`config.mk`:
```
export PLATFORM = sky130hd
export DESIGN_NAME = ttl_piso_frame_tx
export DESIGN_NICKNAME = d
export VERILOG_FILES = /design/src/rtl/ttl_piso_frame_tx.sv
export SDC_FILE = /design/constraint.sdc
export NUM_CORES = 1
export LEC_CHECK = 0
export BUFFER_PORTS_ARGS = -buffer_cell sky130_fd_sc_hd__buf_2
export CORE_MARGIN = 2
export CORE_UTILIZATION = 59
export DETAILED_ROUTE_END_ITERATION = 6
export PLACE_DENSITY = 0.82
export SLEW_MARGIN = 20
export SYNTH_ARGS = -nofsm -noshare
export SYNTH_HDL_FRONTEND = slang
export SYNTH_SLANG_ARGS = --single-unit
```
`constraint.sdc`:
```
create_clock -name Clk -period 5.7 [get_ports Clk]
set_clock_uncertainty 0.2 [all_clocks]
set_input_delay 0.57 -clock Clk [delete_from_list [all_inputs] [get_ports Clk]]
set_output_delay 0.57 -clock Clk [all_outputs]
set_load 0.02 [all_outputs]
```
`src/rtl/ttl_piso_frame_tx.sv`:
```
// ttl_piso_frame_tx: parallel-in serial-out frame transmitter (start, LSB-first data, optional parity, stop)
// Ports: Clk clock; Clear sync active-high reset; Load load request; D parallel word;
//        Q serial line (idle high); Busy frame in progress; Done one-clock completion pulse.
// Macro TTL_PISO_FRAME_TX_PARITY_EN inserts an even-parity bit between data and stop.
module ttl_piso_frame_tx #(
    parameter int WIDTH      = 8,
    parameter int DIVIDER    = 4,
    parameter int DELAY_RISE = 0,
    parameter int DELAY_FALL = 0
) (
    input  logic             Clk,
    input  logic             Clear,
    input  logic             Load,
    input  logic [WIDTH-1:0] D,
    output logic             Q,
    output logic             Busy,
    output logic             Done
);
    localparam int DW = $clog2(DIVIDER) + 1;
    localparam int BW = $clog2(WIDTH) + 1;

    typedef enum logic [2:0] {IDLE, START, DATA, PARITY, STOP} state_t;

    state_t           state;
    logic [WIDTH-1:0] shreg;
    logic [WIDTH-1:0] sh_next;
    logic [DW-1:0]    div_cnt;
    logic [BW-1:0]    bit_cnt;
    logic             last;
    logic             unused_delay;
`ifdef TTL_PISO_FRAME_TX_PARITY_EN
    logic             par;
`endif

    // Line delays only matter to timing simulation models; the RTL has none.
    assign unused_delay = (DELAY_RISE + DELAY_FALL) != 0;
    assign sh_next      = shreg >> 1;
    assign last         = div_cnt == DW'(DIVIDER - 1);

    always_ff @(posedge Clk) begin
        if (Clear) begin
            state   <= IDLE;
            Q       <= 1'b1;
            Busy    <= 1'b0;
            Done    <= 1'b0;
            shreg   <= '0;
            div_cnt <= '0;
            bit_cnt <= '0;
`ifdef TTL_PISO_FRAME_TX_PARITY_EN
            par     <= 1'b0;
`endif
        end else begin
            Done    <= 1'b0;
            div_cnt <= last ? '0 : div_cnt + DW'(1);
            case (state)
                IDLE: begin
                    div_cnt <= '0;
                    if (Load) begin
                        state   <= START;
                        shreg   <= D;
                        bit_cnt <= '0;
                        Q       <= 1'b0;
                        Busy    <= 1'b1;
`ifdef TTL_PISO_FRAME_TX_PARITY_EN
                        par     <= ^D;
`endif
                    end
                end
                START: if (last) begin
                    state <= DATA;
                    Q     <= shreg[0];
                end
                DATA: if (last) begin
                    shreg   <= sh_next;
                    bit_cnt <= bit_cnt + BW'(1);
                    if (bit_cnt == BW'(WIDTH - 1)) begin
`ifdef TTL_PISO_FRAME_TX_PARITY_EN
                        state <= PARITY;
                        Q     <= par;
`else
                        state <= STOP;
                        Q     <= 1'b1;
`endif
                    end else begin
                        Q <= sh_next[0];
                    end
                end
`ifdef TTL_PISO_FRAME_TX_PARITY_EN
                PARITY: if (last) begin
                    state <= STOP;
                    Q     <= 1'b1;
                end
`endif
                STOP: if (last) begin
                    state <= IDLE;
                    Busy  <= 1'b0;
                    Done  <= 1'b1;
                end
                default: begin
                    state <= IDLE;
                    Q     <= 1'b1;
                    Busy  <= 1'b0;
                end
            endcase
        end
    end
endmodule

```
==> flow_summary.toml, run 1 <==
[worst_setup_path]
worst_setup_path_start_kind = "flop"
end_kind = "flop"
crit_path_frequent_cell = "ha_1"
path_delay_family = "adder cells"
slowest_delay_ps = 370
crit_fanout = 15
crit_chain = "ha_1, ha_1, mux2i_1, nor2_4, nor2_1, a211oi_1"
slowest_stage = "dfxtp_1"
worstPathArrival_ps = 2010
cp.buffers_inverters = 0
required_ps = 5720
critPathKind = "reg -> reg"

[sta]
finalMaxSlewViolations = 0
fmax_mhz = 502
setup_violations = 0
tightest_slew_ps = 504
rsz0062_at_grt = "no"
period_needed_ps = 1990
relSlewSlack_pct = 65.4
hold_viol_final = 0
finalSetupTns_ps = 0
min_period_over_period_pct = 34.9

[floorplanning]
die_width_um = 45.8
rows = 15
coreArea_mm2 = 0.00169
start_util_pct = 60.9
fp.dieArea_mm2 = 0.00209
num_io_pins = 14
die_h_um = 45.8

[final_layout]
areaGrowthSynthToFinish_pct = 6.20
fin_nets = 137
drive_above_1_share_pct = 15.6
num_antenna_cells = 0

[clocking]
htreeDepth = 1
cts_hold_repair.buffers = 0
clk_path_buf_depth = 2
root_buffer = "clkbuf_4"
cts_tree = "built"
insertion_delay_ps = 300
path_clk_slew_ps = 110
numCtsBuffers = 3
ctsResizeCount = 0
cts_sinks = 21
post_cts_buffers = 0

[hold_path]
hp-class = "reg -> reg"

[placement]
portBuffers = 13
gp_congestion = 0.749
hpwl_um = 1300

[drt]
via_per_inst = 5.82
highest_layer = "met4"
first_pass_iters = 4
dr_wl_met2_um = 861
wl_met1_um = 897
drt-initial-drc-count = 24
postRouteAntennaNets = 0
wl_met3_um = 65
drt_wl_total_um = 1840
drc = 0
routedWlPerCell_um = 13.2
via_count = 809

[synth]
synth-seq-cells = 21
synth_nets = 127
yosysSeqAreaShare_pct = 40.9
synth_cells = 113
syn_avg_cell_area_um2 = 9.10
synth_ff_type = "dfxtp_1"
syn-cell-area_mm2 = 0.00103
async_flop_share_pct = 0
synth-edff-count = 0
ys_warn_count = 0
synth.distinct_cells = 37

[global_route]
grt_max_degree = 19
grt_pass1_wl_um = 2970
antenna_found_initial = 0
grt_overflow = 0
grt_pass1_vias = 741
track_usage_pct = 19.8

[outcome]
status = "complete, no violations"

[power_and_ir_drop]
vdd_ir_drop_max_uv = 188
power_uw = 289
p_leak_nw = 0.417
power_density_mw_per_mm2 = 264

[flow_run]
maxCapViolations = 0
report_power, final:
part           switching, mW  internal, mW
sequential            0.0102         0.158
combinational         0.0280        0.0216
clock                 0.0447        0.0262
cells in the mapped netlist (all sizes together), types with 2 or more instances:
cell type,number,area (um2)
ha,3,37.5
nor3b,2,15.0
nand3,3,15.0
nor2,17,71.3
o21ai,5,25.0
inv,4,15.0
a211o,2,17.5
a211oi,7,52.6
xnor2,2,17.5
mux2i,9,90.1
buf,6,46.3
a21oi,4,20.0
and3b,2,17.5
dfxtp,21,420
nor3,2,10.0
nand2,3,11.3
nor4,2,12.5
clkbuf,3,11.3
nor2b,2,12.5
path summary, 6_finish.rpt:
check                                 from          to  slack [ps]  cells past startpoint
worst min-delay path            div_cnt[0]  div_cnt[0]         260                      1
worst max-delay path            div_cnt[0]    shreg[3]        3710                      6
worst min register to register  div_cnt[0]  div_cnt[0]         260                      1
worst max register to register  div_cnt[0]    shreg[3]        3710                      6
per-layer routing:
metal | vias to the layer above | track usage [%]
met5 | - | 0
met4 | 0 | 9.71
met3 | 2 | 4.76
met2 | 24 | 31.5
met1 | 360 | 24.8
li1 | 423 | -
cell usage in the layout, fill, tap and decap left out, types with 3 or more instances in the layout:
master    instances
nand2_1           3
nand3_1           3
clkbuf_4          3
nor2_1           16
a21oi_1           4
dfxtp_1          21
ha_1              3
mux2i_1           9
buf_2            13
o21ai_0           5
inv_1             4
a211oi_1          7
through the flow:
| step | std cells | hold slack, ps | area [um2] | setup WS (ps) | utilization [%] |
|---|---|---|---|---|---|
| 6_report | 139 | 258 | 1090 | 3710 | 64.7 |
| 5_1_grt | 139 | 274 | 1090 | 3540 | 64.7 |
| 4_1_cts | 139 | 254 | 1090 | 3710 | 64.7 |
| 3_5_place_dp | 135 | 236 | 1060 | 3770 | 63.0 |
| 2_1_floorplan | 113 | 199 | 1030 | 3820 | - |
| 3_3_place_gp | 135 | 205 | 1060 | 3870 | 63.0 |
sequential cells by signal, summed over array words and instances (netlist names):
register and flops:
div_cnt 3, shreg 8, Q 1, Done 1, Busy 1, bit_cnt 4
state 3
final cells by class:
class	count	area [um2]
sequential	21	420
clock inverter	1	5.00
tap	17	21.3
inverter	4	15.0
timing repair buffer	14	72.6
clock buffer	3	22.5
fill	142	597
multi-input combinational	79	536
cell families after synthesis:
group,count (synthesis),synth area share [%]
muxes,9,8.76
and+or+nand+nor,36,18.0
AOI/OAI and AO/OA,28,19.1
adders and majority gates,3,3.65
xor gates and xnor gates,3,2.56
buffers and inverters,13,7.05
DFF,21,40.9
Power figures use the tool's default switching activity.
==> run 2: changes to the inputs <==
CORE_UTILIZATION = 49   (was 59)
PLACE_DENSITY = 0.72   (was 0.82)
clock period = 1.8 ns   (was 5.7 ns; I/O delays follow)
==> flow_summary.toml, run 2 (synthesis results as in run 1) <==
[global_route]
antenna_found_initial = 0
grt_overflow = 0
grt_pass1_vias = 825
track_usage_pct = 18.7
grt_pass1_wl_um = 3530
grt_max_degree = 19

[final_layout]
num_antenna_cells = 0
largest_reg_flops = 8
mostFrequentLayoutCell = "dfxtp_1"
seq_area_um2 = 422
drive_above_1_share_pct = 21.4
areaGrowthSynthToFinish_pct = 17.3
final_cell_mix = "dfxtp_1, nor2_1, buf_2"
reg_top3 = "shreg (8), bit_cnt (4)"
fin_nets = 146
nFillCells = 189
multi_input_area_um2 = 569
regMostFlops = "shreg"

[sta]
finalSetupTns_ps = 0
whs_ps = 6.85
fmax_mhz = 578
min_period_over_period_pct = 96.1
period_needed_ps = 1730
rsz0062_at_grt = "no"
relSlewSlack_pct = 78.6
worst_slack_ps = 70.5
tightest_slew_ps = 320
hold_viol_final = 0
finalMaxSlewViolations = 0
setup_violations = 0

[placement]
portBuffers = 13
hpwl_um = 1480
post-place-ws_ps = -5.05
gp_congestion = 0.844

[worst_setup_path]
crit_fanout = 6
end_kind = "flop"
critPathKind = "reg -> reg"
worstPathArrival_ps = 1770
r2r-start = "div_cnt[0]"
required_ps = 1840
worst_setup_path_start_kind = "flop"
crit_start = "div_cnt[0]"

[power_and_ir_drop]
netSwitchingFraction_pct = 29.1
intPower_uw = 673
pwr-share-seq_pct = 55.3
pwr-share-clk_pct = 24.6
p_leak_nw = 0.457
vdd_ir_drop_max_uv = 555
netSwitchingPower_uw = 276
power_density_mw_per_mm2 = 786
comb_power_share_pct = 20.1
power_uw = 948

[drt]
routedWlPerCell_um = 13.2
wl_met1_um = 953
highest_layer = "met4"
postRouteAntennaNets = 0
wl_met3_um = 45
via_count = 862
drt-initial-drc-count = 5
drc = 0
first_pass_iters = 4
dr_wl_met2_um = 1040
via_per_inst = 5.46
drt_wl_total_um = 2090

[flow_run]
maxCapViolations = 0

[floorplanning]
coreArea_mm2 = 0.00196
die_h_um = 49.8
start_util_pct = 52.4
die_width_um = 49.8
num_io_pins = 14
fp.dieArea_mm2 = 0.00248
rows = 16

[clocking]
numCtsBuffers = 3
cts_tree = "built"
root_buffer = "clkbuf_4"
cts_sinks = 21
clk_path_buf_depth = 2
path_clk_slew_ps = 120
insertion_delay_ps = 310
htreeDepth = 1

[outcome]
status = "complete, no violations"

[hold_path]
hp-class = "in -> reg"
worstHoldStart = "D[3]"
## run 2: changes by cell type in the layout (fill, tap and decap cells not counted), sizes merged
cell         change
nor2             +1
buf              +5
clkinv           -1
clkbuf           +1
dlygate4sd3      +3
## run 2: timing repair
action                                  CTS  global route
cloned                                    0             1
resized for setup                         1             5
pin swaps                                 0             1
hold buffers                              3             0
endpoints found under the setup margin    4            12
buffers inserted                          0             0
hold endpoints to repair                  3             0
## run 2: per-stage QoR
| stage | area [um2] | cells | util (%) |
|---|---|---|---|
| floorplan | 1030 | 113 | - |
| global placement | 1120 | 150 | 57.0 |
| detailed placement | 1120 | 150 | 57.0 |
| CTS | 1180 | 157 | 60.0 |
| global route | 1210 | 158 | 61.5 |
| finish | 1210 | 158 | 61.5 |
## run 2: final cells by class
type                    count  share of cell area (%)
multi-input cells          80                    47.2
flip-flops and latches     21                    35.0
repair buffers             22                    11.6
well taps                  27                    2.80
clock buffers               4                    2.18
inverters                   4                    1.24
## run 2: worst paths after layout
kind                end  slack, ps  depth (start not counted)
min            shreg[3]          7                          3
max reg2reg    state[2]         70                          6
min reg2reg  div_cnt[0]        240                          1
max            state[2]         70                          6
## run 2: routing by layer
layer  vias to the layer above  GRT usage, %
li1                        439             -
met1                       407          22.1
met2                        11          32.7
met3                         5          2.73
met4                         0          9.72
met5                         -             0
## run 2: power by group through the flow
| stage | registers (mW) | clock network, mW | logic (mW) |
|---|---|---|---|
| 2_1_floorplan | 0.537 | 0 | 0.133 |
| 3_3_place_gp | 0.533 | 0 | 0.175 |
| 3_5_place_dp | 0.535 | 0 | 0.179 |
| 4_1_cts | 0.525 | 0.237 | 0.185 |
| 5_1_grt | 0.530 | 0.257 | 0.213 |
| 6_report | 0.525 | 0.233 | 0.190 |
## run 2: worst max-delay path, stage by stage (launching register included)
cell	delay, ps
dfxtp_1	360
ha_2	190
ha_4	170
inv_1	90
a211o_1	300
a31oi_1	180
a21boi_1	180
